--- src/rtl/alu_op_sequencer_if.sv ---
// Request/response handshake bundle between the issue logic (master) and the ALU sequencer (slave).
interface alu_op_sequencer_if;
    logic        req_valid;
    logic        req_ready;
    logic [5:0]  req_funct;
    logic [31:0] req_a;
    logic [31:0] req_b;
    logic        rsp_valid;
    logic        rsp_ready;
    logic [31:0] rsp_data;
    logic        rsp_last;
    logic        rsp_err;

    modport master (
        output req_valid, req_funct, req_a, req_b, rsp_ready,
        input  req_ready, rsp_valid, rsp_data, rsp_last, rsp_err
    );

    modport slave (
        input  req_valid, req_funct, req_a, req_b, rsp_ready,
        output req_ready, rsp_valid, rsp_data, rsp_last, rsp_err
    );
endinterface

--- src/rtl/alu_op_sequencer.sv ---
// Front end for TotalALU: takes one operation at a time, sequences MULTU as multiply + MFHI + MFLO,
// and returns each result word over a valid/ready response channel.
module alu_op_sequencer #(
    parameter int MUL_CYCLES = 35
) (
    input  logic        clk,
    input  logic        reset,
    alu_op_sequencer_if.slave bus,
    output logic        busy,
    output logic        alu_reset,
    output logic [5:0]  alu_signal,
    output logic [31:0] alu_dataA,
    output logic [31:0] alu_dataB,
    input  logic [31:0] alu_output
);

    localparam logic [5:0] FN_AND   = 6'd36;
    localparam logic [5:0] FN_OR    = 6'd37;
    localparam logic [5:0] FN_ADD   = 6'd32;
    localparam logic [5:0] FN_SUB   = 6'd34;
    localparam logic [5:0] FN_SLT   = 6'd42;
    localparam logic [5:0] FN_SLL   = 6'd0;
    localparam logic [5:0] FN_MULTU = 6'd25;
    localparam logic [5:0] FN_MFHI  = 6'd16;
    localparam logic [5:0] FN_MFLO  = 6'd18;
    localparam logic [5:0] MUL_LOAD = 6'(MUL_CYCLES - 1);

    typedef enum logic [2:0] {
        IDLE, EXEC, MUL_WAIT, MFHI, RSP_HI, MFLO, RSP
    } state_t;

    state_t      state_q, state_d;
    logic [5:0]  funct_q, funct_d;
    logic [31:0] a_q, a_d;
    logic [31:0] b_q, b_d;
    logic [5:0]  cnt_q, cnt_d;
    logic [31:0] rsp_data_q, rsp_data_d;
    logic        rsp_last_q, rsp_last_d;
    logic        rsp_err_q, rsp_err_d;

    always_ff @(posedge clk) begin
        if (reset) begin
            state_q    <= IDLE;
            funct_q    <= '0;
            a_q        <= '0;
            b_q        <= '0;
            cnt_q      <= '0;
            rsp_data_q <= '0;
            rsp_last_q <= 1'b0;
            rsp_err_q  <= 1'b0;
        end else begin
            state_q    <= state_d;
            funct_q    <= funct_d;
            a_q        <= a_d;
            b_q        <= b_d;
            cnt_q      <= cnt_d;
            rsp_data_q <= rsp_data_d;
            rsp_last_q <= rsp_last_d;
            rsp_err_q  <= rsp_err_d;
        end
    end

    // The ALU idles on AND with zero operands so signal 25 is only ever seen while multiplying.
    always_comb begin
        state_d     = state_q;
        funct_d     = funct_q;
        a_d         = a_q;
        b_d         = b_q;
        cnt_d       = cnt_q;
        rsp_data_d  = rsp_data_q;
        rsp_last_d  = rsp_last_q;
        rsp_err_d   = rsp_err_q;
        alu_signal  = FN_AND;
        alu_dataA   = '0;
        alu_dataB   = '0;

        case (state_q)
            IDLE: begin
                if (bus.req_valid) begin
                    funct_d = bus.req_funct;
                    a_d     = bus.req_a;
                    b_d     = bus.req_b;
                    case (bus.req_funct)
                        FN_AND, FN_OR, FN_ADD, FN_SUB, FN_SLT, FN_SLL: state_d = EXEC;
                        FN_MULTU: begin
                            state_d = MUL_WAIT;
                            cnt_d   = MUL_LOAD;
                        end
                        default: begin
                            state_d    = RSP;
                            rsp_data_d = '0;
                            rsp_err_d  = 1'b1;
                            rsp_last_d = 1'b1;
                        end
                    endcase
                end
            end
            EXEC: begin
                alu_signal = funct_q;
                alu_dataA  = a_q;
                alu_dataB  = b_q;
                rsp_data_d = alu_output;
                rsp_last_d = 1'b1;
                rsp_err_d  = 1'b0;
                state_d    = RSP;
            end
            MUL_WAIT: begin
                alu_signal = FN_MULTU;
                alu_dataA  = a_q;
                alu_dataB  = b_q;
                if (cnt_q == '0) begin
                    state_d = MFHI;
                end else begin
                    cnt_d = cnt_q - 6'd1;
                end
            end
            MFHI: begin
                alu_signal = FN_MFHI;
                rsp_data_d = alu_output;
                rsp_last_d = 1'b0;
                rsp_err_d  = 1'b0;
                state_d    = RSP_HI;
            end
            RSP_HI: begin
                if (bus.rsp_ready) state_d = MFLO;
            end
            MFLO: begin
                alu_signal = FN_MFLO;
                rsp_data_d = alu_output;
                rsp_last_d = 1'b1;
                rsp_err_d  = 1'b0;
                state_d    = RSP;
            end
            RSP: begin
                if (bus.rsp_ready) state_d = IDLE;
            end
            default: state_d = IDLE;
        endcase
    end

    assign bus.req_ready = (state_q == IDLE);
    assign bus.rsp_valid = (state_q == RSP_HI) || (state_q == RSP);
    assign bus.rsp_data  = rsp_data_q;
    assign bus.rsp_last  = rsp_last_q;
    assign bus.rsp_err   = rsp_err_q;
    assign busy          = (state_q != IDLE);
    assign alu_reset     = reset;

endmodule
--- src/flat_wrapper.sv ---
// flat-port wrapper written by rule: the top's interface ports become plain ports
module alu_op_sequencer_flat 
#(
    parameter int MUL_CYCLES = 35
)
  (clk, reset, busy, alu_reset, alu_signal, alu_dataA, alu_dataB, alu_output, bus_req_valid, bus_req_funct, bus_req_a, bus_req_b, bus_rsp_ready, bus_req_ready, bus_rsp_valid, bus_rsp_data, bus_rsp_last, bus_rsp_err);
  alu_op_sequencer_if bus_i ();
  input  logic clk;
  input  logic reset;
  output logic busy;
  output logic alu_reset;
  output logic [5:0] alu_signal;
  output logic [31:0] alu_dataA;
  output logic [31:0] alu_dataB;
  input  logic [31:0] alu_output;
  input wire logic [$bits(bus_i.req_valid)-1:0] bus_req_valid;
  input wire logic [$bits(bus_i.req_funct)-1:0] bus_req_funct;
  input wire logic [$bits(bus_i.req_a)-1:0] bus_req_a;
  input wire logic [$bits(bus_i.req_b)-1:0] bus_req_b;
  input wire logic [$bits(bus_i.rsp_ready)-1:0] bus_rsp_ready;
  output wire logic [$bits(bus_i.req_ready)-1:0] bus_req_ready;
  output wire logic [$bits(bus_i.rsp_valid)-1:0] bus_rsp_valid;
  output wire logic [$bits(bus_i.rsp_data)-1:0] bus_rsp_data;
  output wire logic [$bits(bus_i.rsp_last)-1:0] bus_rsp_last;
  output wire logic [$bits(bus_i.rsp_err)-1:0] bus_rsp_err;
  assign bus_i.req_valid = bus_req_valid;
  assign bus_i.req_funct = bus_req_funct;
  assign bus_i.req_a = bus_req_a;
  assign bus_i.req_b = bus_req_b;
  assign bus_i.rsp_ready = bus_rsp_ready;
  assign bus_req_ready = bus_i.req_ready;
  assign bus_rsp_valid = bus_i.rsp_valid;
  assign bus_rsp_data = bus_i.rsp_data;
  assign bus_rsp_last = bus_i.rsp_last;
  assign bus_rsp_err = bus_i.rsp_err;
  alu_op_sequencer #(.MUL_CYCLES(MUL_CYCLES)) u_core (.clk(clk), .reset(reset), .bus(bus_i), .busy(busy), .alu_reset(alu_reset), .alu_signal(alu_signal), .alu_dataA(alu_dataA), .alu_dataB(alu_dataB), .alu_output(alu_output));
endmodule
--- config.mk ---
export PLATFORM = sky130hd
export DESIGN_NAME = alu_op_sequencer_flat
export DESIGN_NICKNAME = d
export VERILOG_FILES = /design/src/rtl/alu_op_sequencer_if.sv /design/src/rtl/alu_op_sequencer.sv /design/src/flat_wrapper.sv
export SDC_FILE = /design/constraint.sdc
export NUM_CORES = 1
export LEC_CHECK = 0
export CAP_MARGIN = 20
export CORE_ASPECT_RATIO = 0.75
export CORE_MARGIN = 1
export CORE_UTILIZATION = 40
export DETAILED_ROUTE_END_ITERATION = 16
export PLACE_DENSITY_LB_ADDON = 0.1
export SYNTH_ARGS = -nofsm -noshare
export SYNTH_HDL_FRONTEND = slang
export SYNTH_SLANG_ARGS = --single-unit
--- constraint.sdc ---
create_clock -name clk -period 2.15 [get_ports clk]
set_clock_uncertainty 0.15 [all_clocks]
set_input_delay 0.215 -clock clk [delete_from_list [all_inputs] [get_ports clk]]
set_output_delay 0.215 -clock clk [all_outputs]
set_load 0.02 [all_outputs]
# --- Word level (Yosys, flattened, before mapping) ---
# Index checks and enable logic that the tools add are counted.
classes:
  n_reduce_logical: 18
  n_mux: 20
  n_addsub: 1
  eq_ne: 19
op_table:
  columns: ["cell", "count"]
  rows:
  - ["2-to-1 mux 32 bit", 4]
  - ["case mux 32 bit (2 select lines)", 1]
  - ["equality test 6 bit, second input constant", 5]
  - ["case mux 6 bit (4 select lines)", 1]
  - ["2-to-1 mux 6 bit", 3]
  - ["case mux 3 bit (6 select lines)", 1]
  - ["zero test 6 bit", 2]
  - ["2-to-1 mux 3 bit", 4]
  - ["case mux 6 bit (2 select lines)", 1]
  - ["inequality test 2 bit, second input constant", 5]
  - ["equality test 3 bit, second input constant", 3]
  - ["AND reduction 4 bit", 2]
  - ["OR reduction 7 bit", 1]
  - ["equality test 3 x 2 -> 1 bit, second input constant", 2]
  - ["equality test 6 x 5 -> 1 bit, second input constant", 1]
  - ["case mux 3 bit (2 select lines)", 1]
  - ["AND reduction 3 bit", 2]
  - ["nonzero test 3 bit", 2]
  - ["OR reduction 6 bit", 1]
  - ["subtractor 6 x 1 -> 6 bit, second input constant", 1]
  - ["inequality test 2 x 1 -> 1 bit, second input constant", 2]
  - ["nonzero test 2 bit", 2]
  - ["OR reduction 2 bit", 2]
  - ["equality test 3 x 1 -> 1 bit, second input constant", 1]
  - ["7 further kinds", 8]
word_totals:
  word_cells: 66
  ff_bits: 113

# --- Logic depth before layout (Yosys ltp) ---
depth:
  ltp_word: 5
  depth_mapped: 7
  ltp_nobuf: 5

# --- Least setup slack after synthesis ---
# OpenSTA, ideal clock, no wires.
synth_path:
  path_type: "register -> output"
  from: "register u_core.state_q[1]"
  to: "output port alu_dataA[14]"
  slack_ps: 272
  arrival_time_ps: 1513
  n_path_buf: 3
  path_stages_with_launch: 7
  required_ps: 1785
  cell_sequence: "dfxtp_1 buf_4 nand2b_1 a21oi_1 clkbuf_1 clkbuf_1 and2_1"
synth_via:
  elab_chain_len: 3
synth_rtl:
  columns: ["item", "line", "text"]
  rows:
  - ["start, declared", "alu_op_sequencer.sv:32", "state_t state_q, state_d;"]
  - ["start signal, assigned", "alu_op_sequencer.sv:52", "state_q <= state_d;"]
  - ["equality test 3 x 1 -> 1 bit / equality test 3 x 2 -> 1 bit (equally long branches)", "alu_op_sequencer.sv:77", "case (state_q)"]
  - ["OR reduction 2 bit (no line) (*)", null, null]
  - ["2-to-1 mux 32 bit (*)", "alu_op_sequencer.sv:77", null]
  - ["end, declared", "flat_wrapper.sv:13", "output logic [31:0] alu_dataA;"]
# Every way passes the cells marked *; elsewhere a longest branch is shown, timed or not.

# --- Worst setup path in the final report ---
layout_path:
  from: "register u_core.state_q[0]"
  to: "output port alu_dataA[20]"
# Same word-level chain as after synthesis.

==> results.yml <==
clock_network:
  cts_tree: "yes"
  numCtsBuffers: 17
  h-tree-depth: 4
  cts-root-buf: "clkbuf_16"
  clk_pin_slew_ps: 50
  insertion_delay_ps: 410
  clock_sinks: 113
  clock_path_buffers: 2
yosys:
  synth_top_area_cell: "dfxtp_1"
  syn_area_per_cell_um2: 7.755
  yosys_warnings: 0
  synthArstFlopShare_pct: 0
  synth_flop_cell: "dfxtp_1"
  ys_types: 44
  yosysSeqAreaShare_pct: 46.90
  synthTopCellsByArea: "dfxtp_1 (47%), nand2_1 (14%), and2_1 (8.4%), a21oi_1 (7.6%), o31ai_1 (5.0%)"
  yosysTopAreaCellShare_pct: 46.90
  synth_fp_nets: 730
  synthCells: 622
  synth_most_common_cell: "nand2_1"
  synth-seq-cells: 113
  synth_edf_count: 0
  synthesis.area_mm2: 0.004823
  synth_commonest_cells: "nand2_1 (181), dfxtp_1 (113), a21oi_1 (73)"
power:
  cellLeakagePower_uw: 0.003138
  irDropWorstVdd_v: 0.0005838
  cellPowerDensity_mw_per_mm2: 946.2
  total_power_uw: 7275
sta:
  post-route-min-period_ps: 2102
  rsz0062_at_grt: "yes"
  fin_hold_ws_ps: 155.2
  slew_headroom_pct: 49.61
  drv_slew: 0
  hold_viol_final: 0
  finalCritPeriodShare_pct: 97.76
  timing.fmax_mhz: 475.8
  fin_ws_ps: 48.07
  tightest_slew_ps: 755.8
  setup_viol: 0
worst_setup_path:
  crit_start: "u_core.state_q[0]"
  cp.required_ps: 1780
  cp.arrival_ps: 1740
  crit_end: "alu_dataA[20]"
  start_kind: "flop"
  r2r_end: "u_core.cnt_q[5]"
  reg2regPathDepth: 4
  critPathMaxFanout: 16
  r2r-start: "u_core.cnt_q[5]"
  worstSetupPathType: "flop to output port"
  end_kind: "output port"
  r2r_setup_slack_ps: 170
drt:
  firstDrtPassIters: 5
  totalWireLength_mm: 14.70
  avgRoutedWirePerCell_um: 14.43
  viasPerCell: 4.813
  vias: 4904
  drc: 0
  drtAntennaViolNets: 0
  drt_iter0_drc: 326
cells_and_area:
  diodes: 0
  final_area_mm2: 0.007689
  nNetsFinal: 953
  drive_gt1_share_pct: 17.62
  areaGrowthSynthToFinish_pct: 59.40
  instances_no_fill: 1019
placement:
  dp_slack_ps: -156.4
  io_buffers: 213
  placed_cells: 981
  place_area_mm2: 0.007248
  place.gp.congestion: 0.8251
  dpl.hpwl_mm: 9.598
global_route:
  track_usage_pct: 24.31
  grt_max_degree: 71
  antenna_found_initial: 0
  grt_pass1_vias: 4808
  overflow: 0
  use_met2_pct: 38.75
  grt_pass1_wl_mm: 23.80
  grtUsageMet3_pct: 6.002
  gr-usage-met1_pct: 31.40
  busiest_layer: "met2"
run:
  max_cap_violations: 0
floorplan:
  die_x_um: 128.8
  num_io_pins: 214
  fp.dieArea_mm2: 0.01251
  start_util_pct: 41.38
  core_mm2: 0.01166
  row_count: 34
  die_h_um: 97.10
worst_hold_path:
  worstHoldStart: "reset"
  hold_path_class: "input port to flop"
run_status:
  status: "finished, final reports clean"
## cell type report
cell class                      instances  area (µm²)
Inverter                               39       146.4
Tap cell                              162       202.7
Timing Repair Buffer                  252        2228
Clock buffer                           21       460.4
Clock inverter                         10       111.4
Multi-Input combinational cell        422        2268
Sequential cell                       113        2271
Fill cell                            1002        3968
## flip-flops by register name, summed over array words and instances, names as in the netlist
| signal | cells |
|---|---|
| u_core.a_q | 32 |
| u_core.bus.rsp_last | 1 |
| u_core.bus.rsp_data | 32 |
| u_core.bus.rsp_err | 1 |
| u_core.b_q | 32 |
| u_core.funct_q | 6 |
| u_core.cnt_q | 6 |
| u_core.state_q | 3 |
## through the flow
step | util [%] | TNS, ps
2_1_floorplan | - | 0
3_3_place_gp | 62.18 | -1719
3_5_place_dp | 62.18 | -2849
4_1_cts | 65.62 | 0
5_1_grt | 65.96 | -408.4
6_report | 65.96 | 0
## how the worst min path moves through the flow
stage,to,slack (ps),depth (start not counted)
finish,u_core.cnt_q[4],160,4
detailed placement,u_core.a_q[3],290,2
global placement,u_core.a_q[26],290,2
floorplan,u_core.bus.rsp_data[0],170,2
CTS,u_core.cnt_q[4],140,4
global route,u_core.cnt_q[0],190,3
## logic make-up after synthesis
family                   count (synthesis)  synth area share, %
flip-flops                             113                46.90
AO/OA/AOI/OAI                          138                18.05
buffers and inverters                   87                7.030
multiplexers                             2               0.4151
AND/OR/NAND/NOR                        280                27.08
adder cells (fa/ha/maj)                  2               0.5187
## cells in the final DEF (no fill, tap or decap), types with 3 or more instances in the layout
cell type | Yosys | routed
clkdlybuf4s50_1 | 0 | 140
buf_4 | 2 | 50
and2_1 | 65 | 65
buf_16 | 0 | 3
o2111ai_1 | 3 | 3
dlygate4sd2_1 | 0 | 6
clkinv_2 | 0 | 4
nor2b_1 | 3 | 3
inv_1 | 39 | 39
o21ai_0 | 7 | 7
nor3_1 | 4 | 4
buf_12 | 0 | 3
dfxtp_1 | 113 | 110
nand2_1 | 181 | 180
clkinvlp_4 | 0 | 3
clkbuf_16 | 0 | 17
a21oi_1 | 73 | 72
buf_2 | 4 | 49
nor2_1 | 9 | 9
o31ai_1 | 32 | 32
## worst max-delay path, cell delays in order, from the launching register on
cell and delay (ps):
dfxtp_2 350, nand2b_4 160, a21oi_4 190, buf_6 150, buf_12 100, buf_16 120, and2_1 130, buf_4 130
## power breakdown
part | internal [µW] | switching (µW) | total (µW)
Combinational | 940 | 1120 | 2060
Clock | 1750 | 968 | 2720
Sequential | 2350 | 151 | 2500
## layer usage
metal / up-vias / share of wire [%] / wire length (µm)
li1: 2476 / - / -
met3: 16 / 7.0 / 1027
met1: 2224 / 46 / 6747
met2: 188 / 46 / 6712
met5: - / 0 / 0
met4: 0 / 1.5 / 214
## repair_timing
| item | 4_1_cts | 5_1_grt |
|---|---|---|
| hold buffers | 0 | 0 |
| pin swaps | 1 | 1 |
| setup endpoints to repair | 77 | 19 |
| gates resized for setup | 282 | 19 |
| setup buffers | 4 | 0 |
| cloned | 3 | 0 |
(Power assumes the default switching activity.)
